## src/rtl/vout_timing_gen.sv

```systemverilog
// HDMI video output timing generator: raster counters, registered HS/VS/DE and stream-fed RGB888 pixels.
// Optional internal colour-bar source enabled by defining VOUT_TESTPAT_EN (adds testpat_i).
module vout_timing_gen #(
    parameter int H_ACTIVE = 1920,
    parameter int H_FP     = 88,
    parameter int H_SYNC   = 44,
    parameter int H_BP     = 148,
    parameter int V_ACTIVE = 1080,
    parameter int V_FP     = 4,
    parameter int V_SYNC   = 5,
    parameter int V_BP     = 36,
    parameter bit HS_POL   = 1'b1,
    parameter bit VS_POL   = 1'b1
) (
    input  logic        clk_i,
    input  logic        rst_ni,
    input  logic        en_i,
`ifdef VOUT_TESTPAT_EN
    input  logic        testpat_i,
`endif
    input  logic [23:0] pix_data_i,
    input  logic        pix_valid_i,
    output logic        pix_ready_o,
    output logic        sof_o,
    output logic        underflow_o,
    input  logic        clr_i,
    output logic        vout_clk_o,
    output logic        vout_de_o,
    output logic        vout_hs_o,
    output logic        vout_vs_o,
    output logic [23:0] vout_data_o
);

    localparam int H_TOTAL  = H_ACTIVE + H_FP + H_SYNC + H_BP;
    localparam int V_TOTAL  = V_ACTIVE + V_FP + V_SYNC + V_BP;
    localparam int HW       = (H_TOTAL > 2) ? $clog2(H_TOTAL) : 1;
    localparam int VW       = (V_TOTAL > 2) ? $clog2(V_TOTAL) : 1;
    localparam int HS_START = H_ACTIVE + H_FP;
    localparam int HS_END   = H_ACTIVE + H_FP + H_SYNC;
    localparam int VS_START = V_ACTIVE + V_FP;
    localparam int VS_END   = V_ACTIVE + V_FP + V_SYNC;

    logic [HW-1:0] r_hcnt;
    logic [VW-1:0] r_vcnt;
    int            w_hPos;
    int            w_vPos;
    logic          w_active;
    logic          w_de;
    logic          w_testpat;
    logic          w_hsNext;
    logic          w_vsNext;
    logic [23:0]   w_dataNext;
    logic          r_underflow;

    assign w_hPos   = int'(r_hcnt);
    assign w_vPos   = int'(r_vcnt);
    assign w_active = (w_hPos < H_ACTIVE) && (w_vPos < V_ACTIVE);
    assign w_de     = en_i & w_active;

`ifdef VOUT_TESTPAT_EN
    assign w_testpat = testpat_i;
`else
    assign w_testpat = 1'b0;
`endif

    assign pix_ready_o = w_de & ~w_testpat;
    assign sof_o       = en_i && (w_hPos == 0) && (w_vPos == 0);
    assign vout_clk_o  = clk_i;
    assign underflow_o = r_underflow;

    // Counters sit at the origin while disabled so a rising en_i begins at pixel (0,0) immediately.
    always_ff @(posedge clk_i or negedge rst_ni) begin
        if (!rst_ni) begin
            r_hcnt <= '0;
            r_vcnt <= '0;
        end else if (!en_i) begin
            r_hcnt <= '0;
            r_vcnt <= '0;
        end else if (w_hPos == H_TOTAL - 1) begin
            r_hcnt <= '0;
            if (w_vPos == V_TOTAL - 1) begin
                r_vcnt <= '0;
            end else begin
                r_vcnt <= r_vcnt + VW'(1);
            end
        end else begin
            r_hcnt <= r_hcnt + HW'(1);
        end
    end

    assign w_hsNext = (en_i && (w_hPos >= HS_START) && (w_hPos < HS_END)) ? HS_POL : ~HS_POL;
    assign w_vsNext = (en_i && (w_vPos >= VS_START) && (w_vPos < VS_END)) ? VS_POL : ~VS_POL;

`ifdef VOUT_TESTPAT_EN
    logic [2:0]  w_barIdx;
    logic [23:0] w_barColour;

    always_comb begin
        w_barIdx = 3'((w_hPos * 8) / H_ACTIVE);
        case (w_barIdx)
            3'd0:    w_barColour = 24'hFFFFFF;
            3'd1:    w_barColour = 24'hFFFF00;
            3'd2:    w_barColour = 24'h00FFFF;
            3'd3:    w_barColour = 24'h00FF00;
            3'd4:    w_barColour = 24'hFF00FF;
            3'd5:    w_barColour = 24'hFF0000;
            3'd6:    w_barColour = 24'h0000FF;
            default: w_barColour = 24'h000000;
        endcase
    end
`endif

    always_comb begin
        w_dataNext = 24'h000000;
`ifdef VOUT_TESTPAT_EN
        if (w_de && w_testpat) begin
            w_dataNext = w_barColour;
        end else
`endif
        if (pix_ready_o && pix_valid_i) begin
            w_dataNext = pix_data_i;
        end
    end

    always_ff @(posedge clk_i or negedge rst_ni) begin
        if (!rst_ni) begin
            vout_de_o   <= 1'b0;
            vout_hs_o   <= ~HS_POL;
            vout_vs_o   <= ~VS_POL;
            vout_data_o <= 24'h000000;
        end else begin
            vout_de_o   <= w_de;
            vout_hs_o   <= w_hsNext;
            vout_vs_o   <= w_vsNext;
            vout_data_o <= w_dataNext;
        end
    end

    // A starved active pixel wins over a simultaneous clear so no underflow event is lost.
    always_ff @(posedge clk_i or negedge rst_ni) begin
        if (!rst_ni) begin
            r_underflow <= 1'b0;
        end else if (pix_ready_o && !pix_valid_i) begin
            r_underflow <= 1'b1;
        end else if (clr_i) begin
            r_underflow <= 1'b0;
        end
    end

endmodule

```

## config.mk

```make
export PLATFORM = sky130hd
export DESIGN_NAME = vout_timing_gen
export DESIGN_NICKNAME = d
export VERILOG_FILES = /design/src/rtl/vout_timing_gen.sv
export SDC_FILE = /design/constraint.sdc
export NUM_CORES = 1
export LEC_CHECK = 0
export CORE_AREA = 5 5 61 105
export DETAILED_ROUTE_END_ITERATION = 8
export DIE_AREA = 0 0 66 110
export MAX_ROUTING_LAYER = met4
export PLACE_DENSITY = 0.74
export SYNTH_ARGS = -nofsm -noshare
export SYNTH_HDL_FRONTEND = slang
export SYNTH_SLANG_ARGS = --single-unit
export TNS_END_PERCENT = 1
```

## constraint.sdc

```tcl
create_clock -name clk_i -period 2.1 [get_ports clk_i]
set_clock_uncertainty 0.05 [all_clocks]
set_input_delay 0.63 -clock clk_i [delete_from_list [all_inputs] [get_ports clk_i]]
set_output_delay 0.63 -clock clk_i [all_outputs]
set_load 0.03 [all_outputs]
```

==> results.txt, run 1 <==
clk slew on worst S/H paths -> 0.10 ns
Setup crit start kind -> register
final non-filler cell total -> 393
hpwl dp -> 4.226 mm
fraction of registers with async set/reset -> 100.0%
Max-Cap Viols -> 0
n_diodes -> 0
largest family of logic cells by synthesized area -> simple AND/OR/NAND/NOR gates
mux cell area share after synthesis -> 0%
Post-Synth Simple-Gate Area -> 26.71%
area of the multi-input gates -> 996.0 um^2
Net Count, Synth -> 257
core area -> 5450 um^2
launch point of the worst reg-to-reg path -> r_hcnt[5]
Synth Register Bits -> 51
register area share after synthesis -> 54.93%
Avg Cell Area, Syn -> 10.37 um^2
fin crit share -> 120.4%
synthesized instance count -> 224
Final WS setup -> -0.4294 ns
crit path time final -> 2.529 ns
Slew HR -> 77.36%
worst hold-check path type -> in -> async
ys flop type -> dfrtp_1
Routed Antenna Nets -> 0
die area -> 7260 um^2
drt total wl -> 5.762 mm
first-iteration detailed-routing DRC count -> 80
setup violators final -> 2
P_leak -> 1.729 nW
Skew-Pair Late Insertion Delay -> 0.41 ns
share of layout cells above drive strength 1 -> 19.24%
Post-Layout Inst Area -> 3412 um^2
critical path class -> reg -> out
Max IR drop VDD -> 0.7374 mV
initial antenna violation count -> 0
gr ovfl total -> 0
Post-Synth XOR/XNOR Area -> 3.770%
first-pass GRT wire length -> 9.397 mm
Worst Path Max Fanout -> 2
worst endpoint required time -> 1.42 ns
WP data arrival -> 1.85 ns
Post-DP Area -> 3217 um^2
Nets -> 349
number of flops mapped to enable cells by yosys -> 0
Hold-fix buffers, CTS -> 0
pwr dens -> 647.1 nW/um^2
Reg area -> 1276 um^2
Final Util -> 62.60%
Synth Area in Compound Gates -> 8.185%
placed cells -> 381
Initial Util -> 42.63%
fmax -> 395.4 MHz
Post-route DRC -> 0
largest net degree at the start of global routing -> 52
clock tree from TritonCTS -> yes
vias post-DR -> 1970
Wirelength per Cell -> 14.66 um
Yosys warning count -> 0
outcome -> complete, but fails checks
Port Buf Inserts -> 59
Slew Viols, Final -> 0
Synth cell types -> 38
Slew @ Worst Pin -> 0.3350 ns
iteration count of the initial detailed-routing pass -> 4
Adder-Cell Fraction of Synth Area -> 2.154%
Final GP Congestion -> 0.8677
Fin. Hold Viols -> 0
GRT Total Usage -> 17.47%
CP Launch Point -> r_hcnt[8]
Mapped Area -> 2323 um^2
io pins -> 60
die height -> 110 um
Fill cells -> 445
failing checks -> setup timing
Die X-Extent -> 66 um
CP Capture Type -> primary output
RSZ-0062 raised after global routing -> true
layout overhead on the synthesized area -> 46.85%
Design Power -> 2.208 mW
mean number of vias per cell -> 5.013
number of cell rows -> 36
number of global-route vias before repair -> 2105
==> cell usage after synthesis (2+ instances only) <==
cell,count,share of area (%)
nor2_1,20,3.2
and2_1,26,7.0
nand2b_1,4,1.1
nor3_1,7,1.5
nand3_1,13,2.8
xor2_1,3,1.1
nand4_1,6,1.6
dfrtp_1,51,55
xnor2_1,7,2.6
ha_1,4,2.2
clkbuf_1,7,1.1
nor4_4,2,1.8
or2_2,2,0.54
or3_1,3,0.81
and3_1,3,0.81
a31oi_1,11,3.0
nor4b_1,2,0.75
o21ai_0,5,1.1
nand2_1,15,2.4
nor4_1,3,0.81
a21oi_1,5,1.1
inv_1,9,1.5
==> area by class of cell <==
class | instances | area share, %
tap | 76 | 2.787
clock inverter | 3 | 1.357
multi-input combinational | 153 | 29.19
clock buffer | 9 | 3.667
timing repair buffer | 92 | 24.61
inverter | 9 | 0.9901
sequential | 51 | 37.40
==> cell families after synthesis <==
group,count (synthesis)
AOI/OAI and AO/OA,29
xor gates and xnor gates,10
adders and majority gates,4
buffers and inverters,20
DFF,51
and+or+nand+nor,110
==> path summary, 6_finish.rpt <==
| check | slack (ns) | cells past startpoint | end |
|---|---|---|---|
| min in group clk_i | 0.44 | 1 | r_hcnt[0] |
| setup / recovery | -0.43 | 3 | sof_o |
| setup reg to reg | 0.11 | 6 | r_vcnt[1] |
| max in group asynchronous | 1.61 | 2 | vout_data_o[19] |
| hold reg to reg | 0.44 | 1 | r_hcnt[0] |
| hold / removal | 0.12 | 2 | r_hcnt[1] |
==> what timing repair did <==
item,in CTS,in global routing
pin swaps,5,2
setup buffers,1,0
setup endpoints to repair,23,11
gates resized for setup,29,10
endpoints found under the hold margin,0,0
==> power by group <==
| group | internal [mW] | leakage [nW] | switching [mW] |
|---|---|---|---|
| Clock | 0.532 | 0.0838 | 0.421 |
| Combinational | 0.113 | 0.951 | 0.128 |
| Sequential | 1.01 | 0.694 | 0.00814 |
==> placed cells by master (no fill, tap or decap), types with 3 or more instances in the layout <==
master	instances
xor2_1	3
nor3_1	7
a31oi_1	11
clkdlybuf4s50_1	26
buf_4	33
dlymetal6s2s_1	8
inv_1	9
a21oi_1	4
xnor2_1	7
or3_1	3
nand2b_1	4
and3_1	3
nor4_4	3
nand4_1	6
ha_1	4
nor2_1	20
nand3_1	13
dfrtp_1	51
dlygate4sd2_1	21
nand2_1	15
clkbuf_8	8
and2_1	26
o21ai_0	4
==> routing by layer <==
metal / routed length, um / GRT usage [%] / part of all wire (%) / vias up
li1: - / - / - / 953
met1: 1910 / 16.34 / 33 / 948
met2: 3387 / 32.09 / 59 / 49
met3: 221 / 3.753 / 3.8 / 20
met4: 243 / 10.03 / 4.2 / 0
met5: 0 / - / 0 / -
==> sequential cells by signal, summed over array words and instances, names as in the netlist <==
register     cells
vout_vs_o        1
r_vcnt          11
r_hcnt          12
underflow_o      1
vout_de_o        1
vout_hs_o        1
vout_data_o     24
==> worst max-delay path, stage by stage, from the launching register on <==
cell and delay (ns):
dfrtp_1 0.39, or4_4 0.56, nor4_4 0.32, buf_6 0.17
==> through the flow <==
step                hold slack [ns]  setup TNS, ns  setup WS [ns]
CTS                          0.1412        -0.7792        -0.5423
detailed placement           0.4270         -7.771        -0.5708
floorplan                    0.2844       -0.05396       -0.05396
global route                 0.1406        -0.8173        -0.5070
finish                       0.1229        -0.6404        -0.4294
global placement             0.4218         -6.821        -0.5408
Note: power is estimated with default switching activity, not from simulation.
==> run 2: changes to the inputs <==
--- a/config.mk
+++ b/config.mk
@@ -6,6 +6,7 @@
 export NUM_CORES = 1
 export LEC_CHECK = 0
 export CORE_AREA = 5 5 61 105
+export CTS_CLUSTER_DIAMETER = 80
 export DETAILED_ROUTE_END_ITERATION = 8
 export DIE_AREA = 0 0 66 110
 export MAX_ROUTING_LAYER = met4
==> results of run 2 <==
No change in the layout: final DEF, timing and power equal those of run 1.
